==> src/rtl/adc_pkg.sv <==
// Shared constants, state encodings and address-bit helper for the ADC scanner.
package adc_pkg;

    localparam int unsigned FRAME_BITS   = 16;
    localparam int unsigned ADC_BITS     = 12;
    localparam int unsigned ADDR_MSB_BIT = 2;
    localparam int unsigned ADDR_LSB_BIT = 4;
    localparam int unsigned BIT_CNT_W    = $clog2(FRAME_BITS);

    typedef enum logic [1:0] {
        StIdle,
        StGap,
        StShift,
        StStore
    } scan_state_e;

    typedef enum logic {
        PhLowPending,
        PhHighPending
    } sclk_phase_e;

    // Serial address bit for a given frame bit: channel MSB first in bits 2..4, zero elsewhere.
    function automatic logic addr_bit(input logic [2:0] ch, input logic [BIT_CNT_W-1:0] bit_idx);
        logic b;
        b = 1'b0;
        if (bit_idx >= BIT_CNT_W'(ADDR_MSB_BIT) && bit_idx <= BIT_CNT_W'(ADDR_LSB_BIT)) begin
            b = ch[2'(BIT_CNT_W'(ADDR_LSB_BIT) - bit_idx)];
        end
        return b;
    endfunction

endpackage

==> src/rtl/depth_averager.sv <==
// Box-car average of one ADC channel; publishes a zero-extended 12-bit mean per 2^AVG_LOG2 samples.
module depth_averager
    import adc_pkg::*;
#(
    parameter int unsigned DEPTH_CH = 0,
    parameter int unsigned AVG_LOG2 = 4
) (
    input  logic                sys_clk,
    input  logic                reset,
    input  logic                sample_valid,
    input  logic [2:0]          sample_ch,
    input  logic [ADC_BITS-1:0] sample_data,
    output logic [31:0]         raw_depth,
    output logic                depth_valid
);

    localparam int unsigned AccW = ADC_BITS + AVG_LOG2;
    localparam int unsigned CntW = (AVG_LOG2 > 0) ? AVG_LOG2 : 1;
    localparam logic [CntW-1:0] CntLast = CntW'((1 << AVG_LOG2) - 1);

    logic [AccW-1:0]     acc_q;
    logic [AccW-1:0]     sum;
    logic [CntW-1:0]     avg_cnt_q;
    logic [ADC_BITS-1:0] avg;
    logic [ADC_BITS-1:0] raw_depth_q;
    logic                depth_valid_q;
    logic                hit;

    assign hit = sample_valid && (sample_ch == 3'(DEPTH_CH));
    assign sum = acc_q + AccW'(sample_data);
    // Dividing by 2^AVG_LOG2 is taking the top ADC_BITS of the full-width sum.
    assign avg = sum[AccW-1 -: ADC_BITS];

    always_ff @(posedge sys_clk or posedge reset) begin
        if (reset) begin
            acc_q         <= '0;
            avg_cnt_q     <= '0;
            raw_depth_q   <= '0;
            depth_valid_q <= 1'b0;
        end else begin
            depth_valid_q <= 1'b0;
            if (hit) begin
                if (avg_cnt_q == CntLast) begin
                    acc_q         <= '0;
                    avg_cnt_q     <= '0;
                    raw_depth_q   <= avg;
                    depth_valid_q <= 1'b1;
                end else begin
                    acc_q     <= sum;
                    avg_cnt_q <= avg_cnt_q + 1'b1;
                end
            end
        end
    end

    assign raw_depth   = {{(32 - ADC_BITS){1'b0}}, raw_depth_q};
    assign depth_valid = depth_valid_q;

endmodule

==> src/rtl/adc_depth_scanner.sv <==
// Round-robin scanner for an 8-channel 12-bit serial ADC with depth-channel averaging.
module adc_depth_scanner
    import adc_pkg::*;
#(
    parameter int unsigned CLK_DIV    = 25,
    parameter int unsigned NUM_CH     = 8,
    parameter int unsigned DEPTH_CH   = 0,
    parameter int unsigned AVG_LOG2   = 4,
    parameter int unsigned GAP_CYCLES = 4
) (
    input  logic                sys_clk,
    input  logic                reset,
    input  logic                enable,
    output logic                ADC_CS_N,
    output logic                ADC_SCLK,
    output logic                ADC_SADDR,
    input  logic                ADC_SDAT,
    output logic                sample_valid,
    output logic [2:0]          sample_ch,
    output logic [ADC_BITS-1:0] sample_data,
    output logic [31:0]         raw_depth,
    output logic                depth_valid
);

    localparam int unsigned GapW = (GAP_CYCLES > 1) ? $clog2(GAP_CYCLES) : 1;

    scan_state_e          state_q, state_d;
    sclk_phase_e          phase_q;
    logic [7:0]           div_cnt_q;
    logic [GapW-1:0]      gap_cnt_q;
    logic [BIT_CNT_W-1:0] bit_cnt_q;
    // Only the low 12 bits of a frame matter; the four leading zeros shift through and drop out.
    logic [ADC_BITS-1:0]  shreg_q;
    logic [2:0]           addr_ch_q;
    logic [2:0]           prev_ch_q;
    logic                 first_frame_q;
    logic                 cs_n_q;
    logic                 sclk_q;
    logic                 saddr_q;
    logic                 sample_valid_q;
    logic [2:0]           sample_ch_q;
    logic [ADC_BITS-1:0]  sample_data_q;

    logic tick;
    logic gap_load;
    logic gap_done;
    logic frame_done;

    assign tick       = (state_q == StShift) && (div_cnt_q == 8'(CLK_DIV - 1));
    assign gap_done   = (state_q == StGap) && (gap_cnt_q == '0);
    assign frame_done = tick && (phase_q == PhHighPending) &&
                        (bit_cnt_q == BIT_CNT_W'(FRAME_BITS - 1));

    always_comb begin
        state_d  = state_q;
        gap_load = 1'b0;
        unique case (state_q)
            StIdle: begin
                if (enable) begin
                    state_d  = StGap;
                    gap_load = 1'b1;
                end
            end
            StGap: begin
                if (gap_done) state_d = StShift;
            end
            StShift: begin
                if (frame_done) state_d = StStore;
            end
            StStore: begin
                // enable is only honoured here and in idle, so a frame is never cut short.
                if (enable) begin
                    state_d  = StGap;
                    gap_load = 1'b1;
                end else begin
                    state_d = StIdle;
                end
            end
            default: state_d = StIdle;
        endcase
    end

    always_ff @(posedge sys_clk or posedge reset) begin
        if (reset) begin
            state_q <= StIdle;
        end else begin
            state_q <= state_d;
        end
    end

    always_ff @(posedge sys_clk or posedge reset) begin
        if (reset) begin
            phase_q        <= PhLowPending;
            div_cnt_q      <= '0;
            gap_cnt_q      <= '0;
            bit_cnt_q      <= '0;
            shreg_q        <= '0;
            addr_ch_q      <= '0;
            prev_ch_q      <= '0;
            first_frame_q  <= 1'b1;
            cs_n_q         <= 1'b1;
            sclk_q         <= 1'b1;
            saddr_q        <= 1'b0;
            sample_valid_q <= 1'b0;
            sample_ch_q    <= '0;
            sample_data_q  <= '0;
        end else begin
            sample_valid_q <= 1'b0;
            div_cnt_q      <= ((state_q == StShift) && !tick) ? div_cnt_q + 8'd1 : 8'd0;

            if (gap_load) begin
                gap_cnt_q <= GapW'(GAP_CYCLES - 1);
            end else if ((state_q == StGap) && (gap_cnt_q != '0)) begin
                gap_cnt_q <= gap_cnt_q - 1'b1;
            end

            if (gap_done) begin
                cs_n_q    <= 1'b0;
                bit_cnt_q <= '0;
                phase_q   <= PhLowPending;
            end

            if (tick) begin
                if (phase_q == PhLowPending) begin
                    sclk_q  <= 1'b0;
                    saddr_q <= addr_bit(addr_ch_q, bit_cnt_q);
                    phase_q <= PhHighPending;
                end else begin
                    // Rising SCLK is the sample point for DOUT.
                    sclk_q    <= 1'b1;
                    shreg_q   <= {shreg_q[ADC_BITS-2:0], ADC_SDAT};
                    bit_cnt_q <= bit_cnt_q + 1'b1;
                    phase_q   <= PhLowPending;
                    if (frame_done) cs_n_q <= 1'b1;
                end
            end

            if (state_q == StStore) begin
                // The ADC answers one frame late, so the data belongs to the previous address.
                if (!first_frame_q) begin
                    sample_valid_q <= 1'b1;
                    sample_ch_q    <= prev_ch_q;
                    sample_data_q  <= shreg_q;
                end
                first_frame_q <= 1'b0;
                prev_ch_q     <= addr_ch_q;
                addr_ch_q     <= (addr_ch_q == 3'(NUM_CH - 1)) ? 3'd0 : addr_ch_q + 3'd1;
            end
        end
    end

    assign ADC_CS_N     = cs_n_q;
    assign ADC_SCLK     = sclk_q;
    assign ADC_SADDR    = saddr_q;
    assign sample_valid = sample_valid_q;
    assign sample_ch    = sample_ch_q;
    assign sample_data  = sample_data_q;

    depth_averager #(
        .DEPTH_CH (DEPTH_CH),
        .AVG_LOG2 (AVG_LOG2)
    ) u_depth_averager (
        .sys_clk      (sys_clk),
        .reset        (reset),
        .sample_valid (sample_valid_q),
        .sample_ch    (sample_ch_q),
        .sample_data  (sample_data_q),
        .raw_depth    (raw_depth),
        .depth_valid  (depth_valid)
    );

endmodule

==> config.mk <==
export PLATFORM = sky130hd
export DESIGN_NAME = adc_depth_scanner
export DESIGN_NICKNAME = d
export VERILOG_FILES = /design/src/rtl/adc_pkg.sv /design/src/rtl/depth_averager.sv /design/src/rtl/adc_depth_scanner.sv
export SDC_FILE = /design/constraint.sdc
export NUM_CORES = 1
export LEC_CHECK = 0
export CORE_ASPECT_RATIO = 0.9
export CORE_UTILIZATION = 50
export CTS_CLUSTER_DIAMETER = 80
export DETAILED_ROUTE_END_ITERATION = 6
export MAX_ROUTING_LAYER = met4
export PLACE_DENSITY = 0.76
export REMOVE_ABC_BUFFERS = 1
export SLEW_MARGIN = 5
export SYNTH_ARGS = -nofsm -noshare
export SYNTH_HDL_FRONTEND = slang
export SYNTH_SLANG_ARGS = --single-unit
==> constraint.sdc <==
create_clock -name sys_clk -period 2.9 [get_ports sys_clk]
set_input_delay 0.58 -clock sys_clk [delete_from_list [all_inputs] [get_ports sys_clk]]
set_output_delay 0.58 -clock sys_clk [all_outputs]
set_load 0.01 [all_outputs]
==> impl_metrics.yaml <==
route:
  vias: 3038
  wl_per_cell_um: 13.8
  dr.pass1.iters: 4
  ant_nets: 0
  post-route-drc-count: 0
  vias_per_cell: 5.18
  drt_wl_total_um: 8070
  drtIter0Drc: 149
sta:
  report.final.setup_viol: 0
  rsz0062_at_grt: "no"
  tightest_slew_ns: 0.656
  slew_headroom: 0.562
  whs_ns: 0.460
  period_share: 0.845
  finClkSkew_ns: 0.00686
  slew_violations: 0
  fmax_ghz: 0.408
  setup_ws_ns: 0.448
  setup_tns_ns: 0
  hold_viol: 0
  min_period_ns: 2.45
global_route:
  antenna_found_initial: 0
  overflow: 0
  track_usage: 0.196
  grt_pass1_vias: 2874
  grt_pass1_wl_um: 13800
  grt_max_degree: 89
setup_path:
  cp_max_fo: 5
  critPathArrivalTime_ns: 2.70
  worstSetupEndpointType: "flip-flop"
  start_kind: "flip-flop"
  worstSetupPathType: "reg -> reg"
  cp.required_ns: 3.15
  cp_num_buf_inv: 1
  crit_family: "compound AO/OA/AOI/OAI gates"
  worstPathCellList: "ha_1 -> inv_1 -> fa_1 -> nand2b_1 -> a21oi_1 -> o21ai_0 -> a31oi_2 -> o21ai_0 -> a22o_1"
  slowest_delay_ns: 0.38
  rrSetupSlack_ns: 0.45
  cpMostUsedCell: "o21ai_0"
  crit_slowest_cell: "dfrtp_1"
yosys:
  synth-edff-count: 0
  ys_types: 51
  ys.flop_type: "dfrtp_1"
  synthTopCellsByArea: "dfrtp_1 (48%), mux2_2 (8.3%), ha_1 (7.0%), o21ai_0 (4.6%), nand2_1 (4.5%)"
  netlist_area_um2: 4480
  synthXorXnorAreaFrac: 0.0372
  yosysMostFrequentCell: "dfrtp_1"
  synth_cells: 425
  synth-simple-area-share: 0.129
  synthAdderAreaFrac: 0.0744
  synth_common_cells: "dfrtp_1 (85), nand2_1 (54), o21ai_0 (41), mux2_2 (33), ha_1 (25)"
  muxShareOfSynthArea: 0.0830
  synthArstFlopShare: 1.00
  yosysWarnings: 0
  synth.largest_area_cell: "dfrtp_1"
  ys_seq_area_frac: 0.493
  synth_top_family_by_area: "simple AND/OR/NAND/NOR gates"
  ys_ff_latch: 88
  synthDominantCellAreaShare: 0.475
  synth_compound_area_frac: 0.122
  avgSynthCellArea_um2: 10.5
layout:
  area_delta_synth_final_pct: 13.2
  nNetsFinal: 492
  stdcell_count: 586
  nFillCells: 692
  diodes: 0
  design_area_um2: 5060
  drive_gt1_frac: 0.139
status:
  status: "finished clean"
clock_network:
  clock_path_buffers: 2
  htreeDepth: 3
  numCtsBuffers: 9
  cts_tree: "yes"
  cts-root-buf: "clkbuf_8"
  ctsResizeCount: 0
  cts_sinks: 88
  cts_setup_buffers: 0
  insertion_delay_ns: 0.35
  path_clk_slew_ns: 0.08
  ctsHoldBuffers: 0
floorplanning:
  dieArea_um2: 9330
  initial_core_util: 0.520
  ioPinCount: 56
  chipWidth_um: 102
  die_h_um: 91.8
  rows: 32
  core_area_um2: 8610
place:
  dp_slack_ns: 0.502
  detailed_place_hpwl_um: 5720
  gp_congestion: 0.822
  placed_area_um2: 4890
  dp_cells: 570
  portBuffers: 35
flow_run:
  drv_cap: 0
pwr:
  powerDensity_nw_per_um2: 404
  irDropWorstVdd_uv: 308
  power.leakage_nw: 2.34
hold_path:
  hp-class: "reg -> reg"
## power breakdown
group	internal, mW	leakage (nW)	switching [mW]	total (mW)
sequential	1.23	1.20	0.000390	1.23
combinational	0.00726	1.06	0.0358	0.0430
clock	0.360	0.0829	0.416	0.776
## state kept, by name, indices dropped and copies added (netlist names)
name / count
u_depth_averager.raw_depth_q: 12
bit_cnt_q: 4
phase_q: 1
sample_ch: 3
ADC_CS_N: 1
prev_ch_q: 3
ADC_SCLK: 1
sample_valid: 1
addr_ch_q: 3
div_cnt_q: 8
sample_data: 12
shreg_q: 12
u_depth_averager.acc_q: 16
u_depth_averager.depth_valid: 1
gap_cnt_q: 2
u_depth_averager.avg_cnt_q: 4
ADC_SADDR: 1
first_frame_q: 1
state_q: 2
## cell families after synthesis
family | after synthesis
AOI/OAI and AO/OA | 89
xor gates and xnor gates | 19
adders and majority gates | 26
buffers and inverters | 50
DFF | 88
muxes | 33
other | 1
and+or+nand+nor | 119
## cell type report
type                       instances  area [um^2]  area share
clock buffer                      14          163      0.0321
clock inverter                     2         15.0     0.00296
inverter                          17         65.1      0.0128
multi-input combinational        306         2070       0.408
sequential                        88         2210       0.436
tap                              119          149      0.0294
timing repair buffer              40          400      0.0791
## worst register-to-register path: cells and delay by family, from the launching register on
| family | cells | cell delay, ns |
|---|---|---|
| flip-flops | 1 | 0.38 |
| AO/OA/AOI/OAI | 5 | 1.11 |
| adder cells (fa/ha/maj) | 2 | 0.59 |
| buffers and inverters | 1 | 0.07 |
| AND/OR/NAND/NOR | 1 | 0.20 |
## final timing paths
kind | startpoint | cells past startpoint | end
min in group asynchronous | reset | 3 | div_cnt_q[6]
setup / recovery | sample_data[0] | 9 | u_depth_averager.acc_q[12]
hold / removal | ADC_SCLK | 2 | ADC_SCLK
hold reg to reg | ADC_SCLK | 2 | ADC_SCLK
setup reg to reg | sample_data[0] | 9 | u_depth_averager.acc_q[12]
max in group asynchronous | reset | 3 | first_frame_q
## layer usage
layer / track usage / vias up / share of wire
met4: 0.0519 / 0 / 0.0081
met2: 0.285 / 84 / 0.45
met1: 0.272 / 1441 / 0.49
li1: - / 1508 / -
met5: - / - / 0
met3: 0.0503 / 5 / 0.047
## metrics by stage
| step | total power, mW | utilization |
|---|---|---|
| finish | 2.05 | 0.588 |
| global route | 2.13 | 0.588 |
| CTS | 2.07 | 0.588 |
| detailed placement | 1.30 | 0.568 |
| global placement | 1.30 | 0.568 |
| floorplan | 1.28 | - |
## layout by cell type (no fill, tap or decap), types with 5 or more instances in the layout
cell type | netlist | layout
conb_1 | 1 | 20
ha_1 | 25 | 25
o21ai_0 | 41 | 41
nand2_1 | 54 | 54
nand2b_1 | 5 | 5
a22o_1 | 6 | 6
inv_1 | 17 | 16
clkdlybuf4s50_1 | 0 | 35
mux2_2 | 33 | 33
clkbuf_8 | 0 | 11
xnor2_1 | 14 | 14
nand3_1 | 14 | 14
dfrtp_1 | 85 | 85
xor2_1 | 5 | 5
a21oi_1 | 19 | 19
nor2_1 | 22 | 22
No activity file was read; power rests on OpenSTA's default activity.
